## config.mk

```make
export PLATFORM = sky130hd
export DESIGN_NAME = fact_bcd_streamer
export DESIGN_NICKNAME = d
export VERILOG_FILES = /design/src/rtl/fact_pkg.sv /design/src/rtl/bcd_add3.sv /design/src/rtl/fact_bcd_streamer.sv
export SDC_FILE = /design/constraint.sdc
export NUM_CORES = 1
export LEC_CHECK = 0
export BUFFER_PORTS_ARGS = -buffer_cell sky130_fd_sc_hd__buf_2
export CORE_UTILIZATION = 34
export DETAILED_ROUTE_END_ITERATION = 10
export PLACE_DENSITY_LB_ADDON = 0.15
export SKIP_LAST_GASP = 1
export SLEW_MARGIN = 0
export SYNTH_ARGS = -nofsm -noshare
export SYNTH_HDL_FRONTEND = slang
export SYNTH_HIERARCHICAL = 1
export SYNTH_SLANG_ARGS = --single-unit
export TNS_END_PERCENT = 1
```

## constraint.sdc

```tcl
create_clock -name clk -period 4.05 [get_ports clk]
set_input_delay 0.2025 -clock clk [delete_from_list [all_inputs] [get_ports clk]]
set_output_delay 0.2025 -clock clk [all_outputs]
set_load 0.05 [all_outputs]
```

## src/rtl/fact_pkg.sv

```systemverilog
// Shared types and sizing for the factorial result path and its BCD streamer.
package fact_pkg;

  localparam int FACT_W     = 46;
  localparam int BCD_DIGITS = 14;

  typedef enum logic [1:0] {
    IDLE = 2'd0,
    CONV = 2'd1,
    EMIT = 2'd2,
    SKIP = 2'd3
  } state_e;

  typedef logic [3:0]                  bcd_digit_t;
  typedef bcd_digit_t [BCD_DIGITS-1:0] bcd_t;

endpackage

```

## src/rtl/bcd_add3.sv

```systemverilog
// Double-dabble digit correction: a digit of 5 or more gets +3 before the next shift.
module bcd_add3
  import fact_pkg::*;
(
  input  bcd_digit_t digit_i,
  output bcd_digit_t digit_o
);

  assign digit_o = (digit_i >= 4'd5) ? digit_i + 4'd3 : digit_i;

endmodule

```

## src/rtl/fact_bcd_streamer.sv

```systemverilog
// Captures a binary factorial result on a rising in_valid, converts it to BCD one
// shift per cycle and streams the digits MSD first. Optional: BCD_LZ_SUPPRESS_EN.
module fact_bcd_streamer
  import fact_pkg::*;
#(
  parameter int DATA_W = FACT_W,
  parameter int DIGITS = BCD_DIGITS
) (
  input  logic              clk,
  input  logic              resetn,
  input  logic [DATA_W-1:0] in_data,
  input  logic              in_valid,
  output logic [3:0]        out_digit,
  output logic              out_valid,
  input  logic              out_ready,
  output logic              out_last,
  output logic              out_busy
);

  localparam int CNT_W = $clog2(DATA_W + 1);
  localparam int IDX_W = (DIGITS > 1) ? $clog2(DIGITS) : 1;

  state_e                   state_q, state_d;
  logic                     in_valid_q;
  logic [DATA_W-1:0]        bin_q, bin_d;
  logic [DIGITS-1:0][3:0]   bcd_q, bcd_d;
  logic [DIGITS-1:0][3:0]   bcd_adj;
  logic [CNT_W-1:0]         cnt_q, cnt_d;
  logic [IDX_W-1:0]         idx_q, idx_d;
  logic                     start;

  // The edge detector runs in every state so a level held across a conversion
  // can never masquerade as a new request once the block is idle again.
  assign start = in_valid && !in_valid_q;

  for (genvar g = 0; g < DIGITS; g++) begin : g_add3
    bcd_add3 u_add3 (
      .digit_i (bcd_q[g]),
      .digit_o (bcd_adj[g])
    );
  end

  // NOTE: every target is given its current value first, so no path through the
  // case statement leaves a signal unassigned and no latch is inferred.
  always_comb begin
    state_d = state_q;
    bin_d   = bin_q;
    bcd_d   = bcd_q;
    cnt_d   = cnt_q;
    idx_d   = idx_q;
    unique case (state_q)
      IDLE: begin
        if (start) begin
          bin_d   = in_data;
          bcd_d   = '0;
          cnt_d   = CNT_W'(DATA_W);
          state_d = CONV;
        end
      end
      CONV: begin
        {bcd_d, bin_d} = {bcd_adj, bin_q} << 1;
        cnt_d          = cnt_q - CNT_W'(1);
        if (cnt_q == CNT_W'(1)) begin
          idx_d   = IDX_W'(DIGITS - 1);
          state_d = EMIT;
`ifdef BCD_LZ_SUPPRESS_EN
          // Enter SKIP only when the top digit is already a leading zero, so a
          // non-zero MSD costs no extra cycle.
          if (bcd_d[DIGITS-1] == 4'd0) state_d = SKIP;
`endif
        end
      end
      EMIT: begin
        if (out_ready) begin
          if (idx_q == '0) state_d = IDLE;
          else             idx_d   = idx_q - IDX_W'(1);
        end
      end
`ifdef BCD_LZ_SUPPRESS_EN
      SKIP: begin
        idx_d = idx_q - IDX_W'(1);
        if (bcd_q[idx_q - IDX_W'(1)] != 4'd0 || idx_q == IDX_W'(1)) state_d = EMIT;
      end
`endif
      default: state_d = IDLE;
    endcase
  end

  // NOTE: sequential state uses non-blocking assignments so every register samples
  // pre-edge values; the datapath registers are reset too so an aborted conversion
  // leaves nothing behind.
  always_ff @(posedge clk or negedge resetn) begin
    if (!resetn) begin
      state_q    <= IDLE;
      in_valid_q <= 1'b0;
      bin_q      <= '0;
      bcd_q      <= '0;
      cnt_q      <= '0;
      idx_q      <= '0;
    end else begin
      state_q    <= state_d;
      in_valid_q <= in_valid;
      bin_q      <= bin_d;
      bcd_q      <= bcd_d;
      cnt_q      <= cnt_d;
      idx_q      <= idx_d;
    end
  end

  // Outputs decode straight from registers, so they hold steady through a stall.
  assign out_valid = (state_q == EMIT);
  assign out_digit = out_valid ? bcd_q[idx_q] : 4'd0;
  assign out_last  = out_valid && (idx_q == '0);
  assign out_busy  = (state_q != IDLE);

endmodule

```

==> flow_summary.toml <==
[critical_path]
reg2reg_depth = 6
r2r-start = "idx_q[1]"
worst-r2r-setup-slack_ns = 1.74
cp-endpoint = "out_digit[0]"
worstSetupStartpoint = "idx_q[1]"
path_max_fanout = 22
crit_required_ns = 3.85
critPathKind = "flop to output port"
crit_arrival_ns = 2.77
r2r-end = "idx_q[3]"
end_kind = "output port"
start_kind = "flop"

[placed_design]
placed_cells = 886
pre_cts_ws_ns = 1.51
gp_congestion = 0.767
dp_hpwl_um = 9600
port_buffers = 56

[layout]
nets = 775
final_cell_mix = "dfrtp_1, inv_1, nand2_1"
area_delta_synth_final_pct = 18.9
final_cell_count_no_fill = 935
final_common_cell = "dfrtp_1"
diodes = 0
drive_above_1_share_pct = 17.4

[floorplanning]
start_util_pct = 35.2
fp.dieW_um = 139
core_mm2 = 0.0182
rows = 49
die_h_um = 139
design.die.area_mm2 = 0.0194
ios = 57

[sta]
final-hold-violation-count = 0
rsz0062_at_grt = "false"
finalClockSkew_ns = 0.00883
fmax_mhz = 337
slew_headroom_pct = 28.4
worst_slack_ns = 1.08
tns_ns = 0
maxSlewViolCount = 0
worst_pin_slew_ns = 1.07
setup_viol = 0
post-route-min-period_ns = 2.97
post-route-period-util_pct = 73.3

[yosys]
yosys_warnings = 6
synth_area_mm2 = 0.00642
syn_avg_cell_area_um2 = 10.2
synth_nets = 712
synthCells = 630

[detailed_routing]
drc = 0
via_per_inst = 5.35
avgRoutedWirePerCell_um = 15.7
wirelength_um = 14700
drtIter0Drc = 499
vias = 5002
first_pass_iters = 8
postRouteAntennaNets = 0

[grt]
grt_max_degree = 66
antenna_found_initial = 0
grtUsageTotal_pct = 16.3
grt_pass1_wl_um = 25100
grt_pass1_vias = 5075
grt_overflow = 0

[clock_network]
clockRootBuffer = "clkbuf_16"
clkSinkCount = 115
cts_buffer_depth = 2
h-tree-depth = 4
ctsResizeCount = 0
tritoncts = "yes"
path_clk_slew_ns = 0.06
insertion_delay_ns = 0.42
numCtsBuffers = 17
post_cts_buffers = 0

[power]
p_leak_nw = 3.79
ir_drop_uv = 305
p_per_area_mw_per_mm2 = 674

[status]
status = "completed"

[worst_hold_path]
holdCritPathClass = "primary input to flop"

[run]
drv_cap = 0
[routing by layer]
| metal | up-vias | wire (um) | track usage [%] |
|---|---|---|---|
| met5 | - | 0 | 0 |
| met1 | 2461 | 6830 | 20.6 |
| li1 | 2400 | - | - |
| met4 | 0 | 214 | 6.20 |
| met2 | 124 | 6860 | 26.4 |
| met3 | 17 | 781 | 4.47 |
[layout make-up]
type                            instances  area (um2)
Clock buffer                           19         433
Clock inverter                         13         159
Fill cell                            1762       10600
Inverter                               83         312
Multi-Input combinational cell        397        3060
Sequential cell                       115        2880
Tap cell                              229         287
Timing Repair Buffer                   79         498
[sequential cells by signal (all words and copies together), names as in the netlist]
name and cells:
bcd_q 56, bin_q 46, cnt_q 6, idx_q 4, in_valid_q 1, state_q 2
[how the worst min path moves through the flow]
| stage | startpoint | endpoint | slack [ns] | cells past startpoint |
|---|---|---|---|---|
| floorplan | resetn | bcd_q[0] | -0.09 | 0 |
| global placement | in_valid | in_valid_q | 0.32 | 1 |
| detailed placement | in_valid | in_valid_q | 0.33 | 1 |
| CTS | in_data[4] | bin_q[4] | 0.0002 | 3 |
| global route | in_data[17] | bin_q[17] | 0.003 | 3 |
| finish | in_data[36] | bin_q[36] | 0.01 | 3 |
[stage by stage]
stage	total power [mW]	area (um2)	hold WS [ns]	utilization, %
final	5.14	7630	0.0129	41.9
after global routing	5.52	7630	0.00350	41.9
after CTS	5.20	7630	0.000170	41.9
after detailed placement	3.65	6860	0.326	37.7
after global placement	3.57	6860	0.323	37.7
after floorplan	3.23	6420	-0.0931	-
[timing repair]
| item | 4_1_cts | 5_1_grt |
|---|---|---|
| endpoints found under the setup margin | 0 | 0 |
| endpoints found under the hold margin | 79 | 0 |
| hold buffers | 17 | 0 |
[report_power, final]
| part | switching (mW) | internal [mW] | leakage (nW) |
|---|---|---|---|
| sequential | 0.395 | 1.50 | 1.50 |
| combinational | 0.930 | 0.796 | 2.01 |
| clock | 0.558 | 0.965 | 0.283 |
[worst max-delay path, cell delays in order, from the launching register on]
cell	delay, ns
dfrtp_1	1.05
mux4_2	0.60
or3_1	0.32
o311a_1	0.16
buf_2	0.22
Note: power is estimated with default switching activity, not from simulation.
